### config.mk
export PLATFORM = sky130hd
export DESIGN_NAME = hasti_cmd_master_flat
export DESIGN_NICKNAME = d
export VERILOG_FILES = /design/src/rtl/hasti_cmd_master_if.sv /design/src/rtl/hasti_cmd_master.sv /design/src/flat_wrapper.sv
export SDC_FILE = /design/constraint.sdc
export NUM_CORES = 1
export LEC_CHECK = 0
export BUFFER_PORTS_ARGS = -buffer_cell sky130_fd_sc_hd__buf_2
export CAP_MARGIN = 0
export CORE_MARGIN = 3
export CORE_UTILIZATION = 46
export CTS_CLUSTER_SIZE = 8
export DETAILED_ROUTE_END_ITERATION = 6
export PLACE_DENSITY = 0.75
export SLEW_MARGIN = 10
export SYNTH_ARGS = -nofsm -noshare
export SYNTH_HDL_FRONTEND = slang
export SYNTH_SLANG_ARGS = --single-unit
### constraint.sdc
create_clock -name hclk -period 9.2 [get_ports hclk]
set_input_delay 0.46 -clock hclk [delete_from_list [all_inputs] [get_ports hclk]]
set_output_delay 0.46 -clock hclk [all_outputs]
set_load 0.01 [all_outputs]
### src/rtl/hasti_cmd_master_if.sv
// Bus bundle for hasti_cmd_master: command/response handshake plus the HASTI master port.
// The master modport is the block's view; the slave modport is the view of whoever drives it.
interface hasti_cmd_master_if;
  localparam int unsigned ADDR_W  = 32;
  localparam int unsigned DATA_W  = 32;
  localparam int unsigned SIZE_W  = 3;
  localparam int unsigned BURST_W = 3;
  localparam int unsigned PROT_W  = 4;
  localparam int unsigned TRANS_W = 2;

  // command channel
  logic              cmd_valid;
  logic              cmd_ready;
  logic              cmd_write;
  logic [SIZE_W-1:0] cmd_size;
  logic [ADDR_W-1:0] cmd_addr;
  logic [DATA_W-1:0] cmd_wdata;

  // response channel
  logic              rsp_valid;
  logic              rsp_ready;
  logic [DATA_W-1:0] rsp_rdata;
  logic              rsp_err;

  // HASTI master port
  logic [ADDR_W-1:0]  haddr;
  logic               hwrite;
  logic [SIZE_W-1:0]  hsize;
  logic [BURST_W-1:0] hburst;
  logic               hmastlock;
  logic [PROT_W-1:0]  hprot;
  logic [TRANS_W-1:0] htrans;
  logic [DATA_W-1:0]  hwdata;
  logic [DATA_W-1:0]  hrdata;
  logic               hready;
  logic               hresp;

  modport master (
    input  cmd_valid, cmd_write, cmd_size, cmd_addr, cmd_wdata,
    output cmd_ready,
    output rsp_valid, rsp_rdata, rsp_err,
    input  rsp_ready,
    output haddr, hwrite, hsize, hburst, hmastlock, hprot, htrans, hwdata,
    input  hrdata, hready, hresp
  );

  modport slave (
    output cmd_valid, cmd_write, cmd_size, cmd_addr, cmd_wdata,
    input  cmd_ready,
    input  rsp_valid, rsp_rdata, rsp_err,
    output rsp_ready,
    input  haddr, hwrite, hsize, hburst, hmastlock, hprot, htrans, hwdata,
    output hrdata, hready, hresp
  );
endinterface

### src/rtl/hasti_cmd_master.sv
// Single-outstanding HASTI master: turns one command into one NONSEQ SINGLE transfer and a response.
// Define HASTI_CMD_MASTER_ALIGN_CHECK_EN to reject bad sizes / misaligned addresses without bus traffic.
module hasti_cmd_master (
  input  logic                hclk,
  input  logic                reset,
  hasti_cmd_master_if.master  bus
);

  localparam int unsigned ADDR_W  = 32;
  localparam int unsigned DATA_W  = 32;
  localparam int unsigned SIZE_W  = 3;
  localparam int unsigned BURST_W = 3;
  localparam int unsigned PROT_W  = 4;
  localparam int unsigned TRANS_W = 2;

  localparam logic [TRANS_W-1:0] HTRANS_IDLE   = TRANS_W'(2'b00);
  localparam logic [TRANS_W-1:0] HTRANS_NONSEQ = TRANS_W'(2'b10);
  localparam logic [BURST_W-1:0] HBURST_SINGLE = BURST_W'(3'b000);
  localparam logic [PROT_W-1:0]  HPROT_DATA    = PROT_W'(4'b0011);

  typedef enum logic [1:0] {
    IDLE = 2'd0,
    ADDR = 2'd1,
    DATA = 2'd2,
    RESP = 2'd3
  } state_t;

  state_t              state;
  logic                cmd_ready_q;
  logic                rsp_valid_q;
  logic [DATA_W-1:0]   rsp_rdata_q;
  logic                rsp_err_q;
  logic [TRANS_W-1:0]  htrans_q;
  logic [ADDR_W-1:0]   haddr_q;
  logic                hwrite_q;
  logic [SIZE_W-1:0]   hsize_q;
  logic [DATA_W-1:0]   hwdata_q;
  logic [DATA_W-1:0]   wdata_q;
  logic                cmd_fire_c;
  logic                misaligned_c;

  assign cmd_fire_c = bus.cmd_valid && cmd_ready_q;

`ifdef HASTI_CMD_MASTER_ALIGN_CHECK_EN
  // Sizes above word, odd halfwords and non-word-aligned words never reach the bus.
  always_comb begin
    misaligned_c = 1'b0;
    if (bus.cmd_size > SIZE_W'(3'd2))
      misaligned_c = 1'b1;
    else if (bus.cmd_size == SIZE_W'(3'd1) && bus.cmd_addr[0])
      misaligned_c = 1'b1;
    else if (bus.cmd_size == SIZE_W'(3'd2) && (bus.cmd_addr[1:0] != 2'b00))
      misaligned_c = 1'b1;
  end
`else
  assign misaligned_c = 1'b0;
`endif

  // Transfer sequencer; every bus-facing output comes straight from a flop.
  always_ff @(posedge hclk or posedge reset) begin
    if (reset) begin
      state       <= IDLE;
      cmd_ready_q <= 1'b1;
      rsp_valid_q <= 1'b0;
      rsp_rdata_q <= '0;
      rsp_err_q   <= 1'b0;
      htrans_q    <= HTRANS_IDLE;
      haddr_q     <= '0;
      hwrite_q    <= 1'b0;
      hsize_q     <= '0;
      hwdata_q    <= '0;
      wdata_q     <= '0;
    end else begin
      case (state)
        IDLE: begin
          if (cmd_fire_c) begin
            cmd_ready_q <= 1'b0;
            if (misaligned_c) begin
              state       <= RESP;
              rsp_valid_q <= 1'b1;
              rsp_rdata_q <= '0;
              rsp_err_q   <= 1'b1;
            end else begin
              state    <= ADDR;
              htrans_q <= HTRANS_NONSEQ;
              haddr_q  <= bus.cmd_addr;
              hwrite_q <= bus.cmd_write;
              hsize_q  <= bus.cmd_size;
              wdata_q  <= bus.cmd_wdata;
            end
          end
        end

        // Address phase holds until the slave accepts it.
        ADDR: begin
          if (bus.hready) begin
            state    <= DATA;
            htrans_q <= HTRANS_IDLE;
            hwdata_q <= wdata_q;
          end
        end

        // Only the hready=1 cycle carries the final data/response; error's first cycle is a wait.
        DATA: begin
          if (bus.hready) begin
            state       <= RESP;
            rsp_valid_q <= 1'b1;
            rsp_rdata_q <= hwrite_q ? '0 : bus.hrdata;
            rsp_err_q   <= bus.hresp;
          end
        end

        RESP: begin
          if (bus.rsp_ready) begin
            state       <= IDLE;
            rsp_valid_q <= 1'b0;
            cmd_ready_q <= 1'b1;
          end
        end

        default: begin
          state       <= IDLE;
          cmd_ready_q <= 1'b1;
          rsp_valid_q <= 1'b0;
          htrans_q    <= HTRANS_IDLE;
        end
      endcase
    end
  end

  assign bus.cmd_ready = cmd_ready_q;
  assign bus.rsp_valid = rsp_valid_q;
  assign bus.rsp_rdata = rsp_rdata_q;
  assign bus.rsp_err   = rsp_err_q;
  assign bus.htrans    = htrans_q;
  assign bus.haddr     = haddr_q;
  assign bus.hwrite    = hwrite_q;
  assign bus.hsize     = hsize_q;
  assign bus.hwdata    = hwdata_q;
  assign bus.hburst    = HBURST_SINGLE;
  assign bus.hmastlock = 1'b0;
  assign bus.hprot     = HPROT_DATA;

endmodule

### src/flat_wrapper.sv
// flat-port wrapper written by rule: the top's interface ports become plain ports
module hasti_cmd_master_flat 
  (hclk, reset, bus_cmd_valid, bus_cmd_write, bus_cmd_size, bus_cmd_addr, bus_cmd_wdata, bus_cmd_ready, bus_rsp_valid, bus_rsp_rdata, bus_rsp_err, bus_rsp_ready, bus_haddr, bus_hwrite, bus_hsize, bus_hburst, bus_hmastlock, bus_hprot, bus_htrans, bus_hwdata, bus_hrdata, bus_hready, bus_hresp);
  hasti_cmd_master_if bus_i ();
  input  logic hclk;
  input  logic reset;
  input wire logic [$bits(bus_i.cmd_valid)-1:0] bus_cmd_valid;
  input wire logic [$bits(bus_i.cmd_write)-1:0] bus_cmd_write;
  input wire logic [$bits(bus_i.cmd_size)-1:0] bus_cmd_size;
  input wire logic [$bits(bus_i.cmd_addr)-1:0] bus_cmd_addr;
  input wire logic [$bits(bus_i.cmd_wdata)-1:0] bus_cmd_wdata;
  output wire logic [$bits(bus_i.cmd_ready)-1:0] bus_cmd_ready;
  output wire logic [$bits(bus_i.rsp_valid)-1:0] bus_rsp_valid;
  output wire logic [$bits(bus_i.rsp_rdata)-1:0] bus_rsp_rdata;
  output wire logic [$bits(bus_i.rsp_err)-1:0] bus_rsp_err;
  input wire logic [$bits(bus_i.rsp_ready)-1:0] bus_rsp_ready;
  output wire logic [$bits(bus_i.haddr)-1:0] bus_haddr;
  output wire logic [$bits(bus_i.hwrite)-1:0] bus_hwrite;
  output wire logic [$bits(bus_i.hsize)-1:0] bus_hsize;
  output wire logic [$bits(bus_i.hburst)-1:0] bus_hburst;
  output wire logic [$bits(bus_i.hmastlock)-1:0] bus_hmastlock;
  output wire logic [$bits(bus_i.hprot)-1:0] bus_hprot;
  output wire logic [$bits(bus_i.htrans)-1:0] bus_htrans;
  output wire logic [$bits(bus_i.hwdata)-1:0] bus_hwdata;
  input wire logic [$bits(bus_i.hrdata)-1:0] bus_hrdata;
  input wire logic [$bits(bus_i.hready)-1:0] bus_hready;
  input wire logic [$bits(bus_i.hresp)-1:0] bus_hresp;
  assign bus_i.cmd_valid = bus_cmd_valid;
  assign bus_i.cmd_write = bus_cmd_write;
  assign bus_i.cmd_size = bus_cmd_size;
  assign bus_i.cmd_addr = bus_cmd_addr;
  assign bus_i.cmd_wdata = bus_cmd_wdata;
  assign bus_cmd_ready = bus_i.cmd_ready;
  assign bus_rsp_valid = bus_i.rsp_valid;
  assign bus_rsp_rdata = bus_i.rsp_rdata;
  assign bus_rsp_err = bus_i.rsp_err;
  assign bus_i.rsp_ready = bus_rsp_ready;
  assign bus_haddr = bus_i.haddr;
  assign bus_hwrite = bus_i.hwrite;
  assign bus_hsize = bus_i.hsize;
  assign bus_hburst = bus_i.hburst;
  assign bus_hmastlock = bus_i.hmastlock;
  assign bus_hprot = bus_i.hprot;
  assign bus_htrans = bus_i.htrans;
  assign bus_hwdata = bus_i.hwdata;
  assign bus_i.hrdata = bus_hrdata;
  assign bus_i.hready = bus_hready;
  assign bus_i.hresp = bus_hresp;
  hasti_cmd_master u_core (.hclk(hclk), .reset(reset), .bus(bus_i));
endmodule
==> impl_summary.log, run 1 <==
INFO  metric boundaryPins = 219
INFO  metric root_buffer = sky130_fd_sc_hd__clkbuf_16
INFO  metric drt_drc_violations_left = 0
INFO  metric post-cts-setup-buffers = 0
INFO  metric postCtsHoldBufs = 0
INFO  metric result_of_the_run = finished clean
INFO  metric area_of_combinational_cells_with_multiple_inputs = 2160 um^2
INFO  metric critPathCapture = u_core.wdata_q[30]
INFO  metric cell_with_the_largest_stage_delay_on_the_worst_path = sky130_fd_sc_hd__buf_4
INFO  metric synth-main-ff-cell = sky130_fd_sc_hd__dfrtp_1
INFO  metric drt_pass_1_iters = 4
INFO  metric port_buffer_count = about 210
INFO  metric floorplan.initialDensity = between 40% and 50%
INFO  metric routed_wirelength = 12600 um
INFO  metric grt_pass1_wl = 20400 um
INFO  metric dpl.hpwl = 8850 um
INFO  metric place.gp.congestion = 0.802
INFO  metric cts_max_path_buffers = 2
INFO  metric antenna_violating_nets_post_route = 0
INFO  metric post_synth_xor_area_fraction = 0%
INFO  metric criticalPathCategory = register to register
INFO  metric capturing_element_type_of_the_critical_path = register
INFO  metric fin_skew = 4.80 ps
INFO  metric die_width = between 100 and 150 um
INFO  metric timing.final.setup_violations = 0
INFO  metric via_count = 3676
INFO  metric gr-total-overflow = 0
INFO  metric worst_slew_pin_slew = 883 ps
INFO  metric post_synth.cell_area_avg = 14.7 um^2
INFO  metric seqCellArea = approximately 3500 um^2
INFO  metric synthSimpleGateAreaFrac = 6.20%
INFO  metric routed_wire_length_per_instance = 15.9 um
INFO  metric finish.net_count = 723
INFO  metric reg2reg_to = u_core.wdata_q[30]
INFO  metric crit_buf_inv = 2
INFO  metric worst_r2r_src = u_core.state[0]
INFO  metric crit_path_max_fanout = 48
INFO  metric synthesis.yosys.warnings = 0
INFO  metric antenna_violations_before_repair = 0
INFO  metric vias_in_the_first_global_route = roughly 3900
INFO  metric synth-async-reset-ratio = 100%
INFO  metric leakage = between 3 and 4 nW
INFO  metric drt_iter0_markers = 203
INFO  metric post-synth-top-area-fraction = ~58%
INFO  metric powerDensity = around 370 nW/um^2
INFO  metric core-area = 12300 um^2
INFO  metric cts_resized = 0
INFO  metric finalCoreUtilization = 60.9%
INFO  metric most_common_cell_in_the_synthesized_netlist = sky130_fd_sc_hd__dfrtp_1
INFO  metric number_of_rows_created_at_floorplan = 40
INFO  metric maximum_number_of_pins_on_one_net_before_global_route_repair = 74
INFO  metric synth-compound-area-share = under 10%
INFO  metric synthTopCellsByCount = sky130_fd_sc_hd__dfrtp_1, sky130_fd_sc_hd__mux2_4, sky130_fd_sc_hd__nand2_1, sky130_fd_sc_hd__o21ai_0, sky130_fd_sc_hd__mux2_2
INFO  metric postSynthRegisterBits = 138
INFO  metric worst_slew_margin = between 40% and 50%
INFO  metric setup_total_negative_slack = 0 ps
INFO  metric ys_top_cells_by_area = sky130_fd_sc_hd__dfrtp_1, sky130_fd_sc_hd__mux2_4, sky130_fd_sc_hd__mux2_2
INFO  metric cts-buffers-inserted = 17
INFO  metric synth_top_family_by_area = multiplexers
INFO  metric r2r_slack = 6480 ps
INFO  metric timing.fmax = between 0.3 and 0.4 GHz
INFO  metric diodes = 0
INFO  metric die_height = roughly 120 um
INFO  metric synth_edf_count = 0
INFO  metric area.growth.synth_to_final = 26.7%
INFO  metric insertion_delay = 410 ps
INFO  metric timing_hold_violations_final = 0
INFO  metric netlist-cell-type-count = 26
INFO  metric synth_top_cell_by_area = sky130_fd_sc_hd__dfrtp_1
INFO  metric vias_per_cell = approximately 4.7
INFO  metric synth-adder-area-share = 1.70%
INFO  metric drv_cap = 0
INFO  metric clkTransAtPathRegs = 60 ps
INFO  metric peak_per_stage_delay_on_the_critical_path = 790 ps
INFO  metric startpoint_type = register
INFO  metric crit_required = 9490 ps
INFO  metric min_period_over_period = 29.5%
INFO  metric synthesis.area = 5900 um^2
INFO  metric number_of_levels_the_h_tree_was_split_into = 4
INFO  metric critPathLaunch = u_core.state[0]
INFO  metric nFillCells = 976
INFO  metric design.die.area = roughly 14000 um^2
INFO  metric crit_arrival = 3010 ps
INFO  metric cp_top_family = buffers and inverters
INFO  metric synthMuxAreaShare = 24.2%
INFO  metric timing.hold.worst.class = input port to asynchronous set/reset pin
INFO  metric tritoncts_num_sinks = between 100 and 150
INFO  metric timing.critical_path.depth = 5
INFO  metric grt_setup_unrepaired = no
INFO  metric globalRouteTotalUtil = around 18%
INFO  metric vdd_drop_max = around 0.00018 V
INFO  metric yosysSeqAreaShare = 58.6%
INFO  metric tritoncts = yes
INFO  metric finalWorstPathRequiredPeriod = 2720 ps
INFO  metric timing.reg2reg.worst_path_depth = 5
INFO  metric post_synth_inst_count = 400
INFO  metric slew_viol_final = 0
INFO  metric final_layout_size_suffix_gt1_share = 56.1%
INFO  metric crit_chain = inv_1 -> ha_1 -> and3_4 -> buf_4 -> mux2_4
## flip-flops by register name (all words and copies together), names as in the netlist
name                  count
u_core.bus.hwdata        32
u_core.bus.hsize          3
u_core.bus.rsp_err        1
u_core.bus.rsp_rdata     32
u_core.wdata_q           32
u_core.state              2
u_core.bus.rsp_valid      1
u_core.bus.hwrite         1
u_core.bus.cmd_ready      1
u_core.bus.haddr         32
u_core.bus.htrans         1
## power by group
group / total, W / internal (W) / switching, W
Combinational: 0.00103 / 0.000580 / 0.000448
Clock: 0.000622 / 0.000383 / 0.000239
Sequential: 0.00109 / 0.000910 / 0.000178
Total: 0.00274 / 0.00187 / 0.000865
## worst min-delay path by stage
stage	start	end
2_1_floorplan	u_core.wdata_q[0]	u_core.wdata_q[0]
3_3_place_gp	u_core.bus.rsp_rdata[9]	u_core.bus.rsp_rdata[9]
3_5_place_dp	u_core.bus.rsp_rdata[8]	u_core.bus.rsp_rdata[8]
4_1_cts	reset	u_core.bus.rsp_rdata[25]
5_1_grt	reset	u_core.bus.rsp_rdata[25]
6_report	reset	u_core.bus.haddr[18]
## layout make-up
| type | instances | area share [%] |
|---|---|---|
| Clock buffer | 24 | 6.31 |
| Inverter | 5 | 0.318 |
| Tap cell | 168 | 2.81 |
| Clock inverter | 8 | 0.938 |
| Sequential cell | 138 | 46.2 |
| Multi-Input combinational cell | 234 | 29.0 |
| Timing Repair Buffer | 213 | 14.4 |
## through the flow
stage / instances / worst slack, ps / instance area (um^2) / power (W) / hold WS [ps]
floorplan: 407 / 5050 / 5920 / 0.00180 / 478
global placement: 758 / 6560 / 6930 / 0.00209 / 459
detailed placement: 758 / 6450 / 6930 / 0.00213 / 469
CTS: 790 / 6450 / 7470 / 0.00277 / 161
global route: 790 / 6340 / 7470 / 0.00291 / 192
finish: 790 / 6480 / 7470 / 0.00274 / 152
## layout by cell type, fill, tap and decap left out, drive strengths merged, types with 2 or more instances in the layout
master / synthesis / routed
o21ai: 36 / 36
inv: 5 / 5
clkinv: 0 / 5
clkbuf: 6 / 24
nand2b: 32 / 32
mux2i: 2 / 2
buf: 24 / 213
conb: 2 / 9
ha: 8 / 8
nor2: 2 / 2
nand2: 35 / 35
dfrtp: 137 / 137
mux2: 102 / 102
clkinvlp: 0 / 2
## cell families (layout without fill, tap and decap cells)
family | count (synthesis) | in the layout
and+or+nand+nor | 72 | 72
AOI/OAI and AO/OA | 41 | 41
adders and majority gates | 8 | 8
DFF | 138 | 138
buffers and inverters | 35 | 250
other | 2 | 9
muxes | 104 | 104
## layer usage
| layer | wire length, um | track usage (%) | up-vias |
|---|---|---|---|
| met5 | 0 | 0 | - |
| met1 | 5120 | 22.5 | 1785 |
| li1 | - | - | 1748 |
| met4 | 259 | 8.11 | 0 |
| met2 | 6420 | 30.3 | 120 |
| met3 | 775 | 5.51 | 23 |
No activity file was read; power rests on OpenSTA's default activity.
==> run 2: changes to the inputs <==
Settings changed: CORE_UTILIZATION 46 to 45, PLACE_DENSITY 0.75 to 0.77.
Clock period 9.2 ns to 2.4 ns, I/O delays scaled along.
==> run 2 against run 1 <==
Clock skew is 2.9 ps higher. Maximum frequency is 37% higher. Sequential share of layout area is 6.4 points lower. Core utilization increased by 7.1 points. First-iteration DRC count increased by 5.9%. Highest routed layer unchanged.
==> impl_summary.log, run 2 (synthesized netlist as in run 1, its figures left out) <==
INFO  metric met1_usage = 24.5%
INFO  metric routed_wire_length_per_instance = 16.3 um
INFO  metric number_of_levels_the_h_tree_was_split_into = 4
INFO  metric globalRouteTotalUtil = approximately a fifth
INFO  metric finalCoreUtilization = between 60% and 70%
INFO  metric drt_drc_violations_left = 0
INFO  metric finalWorstPathRequiredPeriod = between 1500 and 2000 ps
INFO  metric slew_viol_final = 0
INFO  metric result_of_the_run = finished clean
INFO  metric timing.fmax = 0.505 GHz
INFO  metric crit_chain = inv_1 -> ha_1 -> and3_4 -> buf_12 -> mux2_4
INFO  metric finalHoldWorstSlack = 30.9 ps
INFO  metric crit_arrival = around 2300 ps
INFO  metric dpl.hpwl = 9010 um
INFO  metric die_width = 120 um
INFO  metric final_layout_size_suffix_gt1_share = 48.7%
INFO  metric via_count = 4211
INFO  metric nFillCells = 904
INFO  metric vias_in_the_first_global_route = 4619
INFO  metric core-area = 12700 um^2
INFO  metric antenna_violating_nets_post_route = 0
INFO  metric gr-total-overflow = 0
INFO  metric area.growth.synth_to_final = 46.9%
INFO  metric floorplan.initialDensity = 46.3%
INFO  metric timing.final.setup_violations = 0
INFO  metric detailed_place.area = 7000 um^2
INFO  metric finish.net_count = a little over 800
INFO  metric post-cts-setup-buffers = 0
INFO  metric grt_most_used_layer = met2
INFO  metric design.die.area = 14500 um^2
INFO  metric worst_slew_margin = 45.3%
INFO  metric diodes = 0
INFO  metric number_of_rows_created_at_floorplan = 41
INFO  metric cts_max_path_buffers = 2
INFO  metric tritoncts_num_sinks = around 140
INFO  metric final_area = 8660 um^2
INFO  metric antenna_violations_before_repair = 0
INFO  metric maximum_number_of_pins_on_one_net_before_global_route_repair = 100
INFO  metric layout_commonest_cell = sky130_fd_sc_hd__buf_2
INFO  metric timing_hold_violations_final = 0
INFO  metric crit_path_max_fanout = 48
INFO  metric clkTransAtPathRegs = 60 ps
INFO  metric die_height = ~120 um
INFO  metric drv_cap = 0
INFO  metric insertion_delay = 410 ps
INFO  metric boundaryPins = 219
INFO  metric grt_pass1_wl = 23900 um
INFO  metric tritoncts = yes
INFO  metric vdd_drop_max = 0.000587 V
INFO  metric grtUsageMet3 = 5.43%
INFO  metric place.gp.congestion = 0.744
INFO  metric root_buffer = sky130_fd_sc_hd__clkbuf_16
INFO  metric routed_wirelength = 14700 um
INFO  metric groute.layer.met2.usage = between 30% and 40%
INFO  metric drt_pass_1_iters = 5
INFO  metric criticalPathCategory = register to register
INFO  metric crit_required = 2690 ps
INFO  metric worst_slew_pin_slew = 820 ps
INFO  metric layout_common_cells = sky130_fd_sc_hd__buf_2, sky130_fd_sc_hd__dfrtp_1, sky130_fd_sc_hd__dlygate4sd3_1
INFO  metric capturing_element_type_of_the_critical_path = register
INFO  metric powerDensity = around 1300 nW/um^2
INFO  metric drt_iter0_markers = 215
INFO  metric fin_skew = 7.66 ps
INFO  metric leakage = about 4.3 nW
INFO  metric cell_with_the_largest_stage_delay_on_the_worst_path = sky130_fd_sc_hd__dfrtp_1
INFO  metric cts-buffers-inserted = 17
INFO  metric startpoint_type = register
INFO  metric vias_per_cell = 4.68
INFO  metric timing.hold.worst.class = input port to register
INFO  metric port_buffer_count = 209
INFO  metric setup_total_negative_slack = 0 ps
INFO  metric grt_setup_unrepaired = no
INFO  metric min_period_over_period = 82.5%
INFO  metric peak_per_stage_delay_on_the_critical_path = roughly 430 ps
==> run 2: cell types whose count changed in the layout (fill, tap and decap cells not counted), sizes merged, moves of 3 or more <==
cell,before,now
dlygate4sd3,0,102
clkinv,5,2
bufinv,1,4
buf,213,217
==> run 2: metal layers <==
metal / up-vias / routed length, um
li1: 1966 / -
met2: 154 / 7740
met3: 36 / 771
met5: - / 0
met1: 2055 / 5710
met4: 0 / 461
==> run 2: cell type report <==
| class | count | area (um^2) | area share, % |
|---|---|---|---|
| Timing Repair Buffer | 319 | 2160 | 25.0 |
| Clock buffer | 25 | 505 | 5.84 |
| Multi-Input combinational cell | 234 | 2160 | 25.0 |
| Tap cell | 172 | 215 | 2.48 |
| Clock inverter | 6 | 134 | 1.55 |
| Inverter | 5 | 22.5 | 0.260 |
| Sequential cell | 138 | 3450 | 39.9 |
==> run 2: critical path, delay by kind of cell (launching register included) <==
family	cells	cell delay, ps
buffers and inverters	2	490
DFF	1	430
muxes	1	340
adders and majority gates	1	280
and+or+nand+nor	1	250
==> run 2: timing repair <==
action,CTS,global route
hold buffers,102,0
endpoints found under the hold margin,238,0
resized for setup,0,0
==> run 2: final timing paths <==
path                       slack (ps)  cells past startpoint                      from                       end
max                               420                      5           u_core.state[0]      u_core.bus.haddr[15]
min                                30                      3                bus_hready      u_core.bus.htrans[1]
max reg2reg                       420                      5           u_core.state[0]      u_core.bus.haddr[15]
min reg2reg                       470                      2  u_core.bus.rsp_rdata[12]  u_core.bus.rsp_rdata[12]
max in group asynchronous        1560                      4                     reset      u_core.bus.cmd_ready
min in group asynchronous         440                      4                     reset      u_core.bus.haddr[21]
==> run 2: report_power, final <==
part	switching (W)	total [W]	internal, W
combinational	0.00181	0.00418	0.00237
sequential	0.000711	0.00420	0.00349
clock	0.000935	0.00281	0.00187
total	0.00346	0.0112	0.00773
==> run 2: metrics by stage <==
step	total power, W	setup slack [ps]	instances
floorplan	0.00689	560	407
detailed placement	0.00823	440	766
global placement	0.00801	537	766
CTS	0.0112	430	899
global route	0.0118	311	899
finish	0.0112	420	899
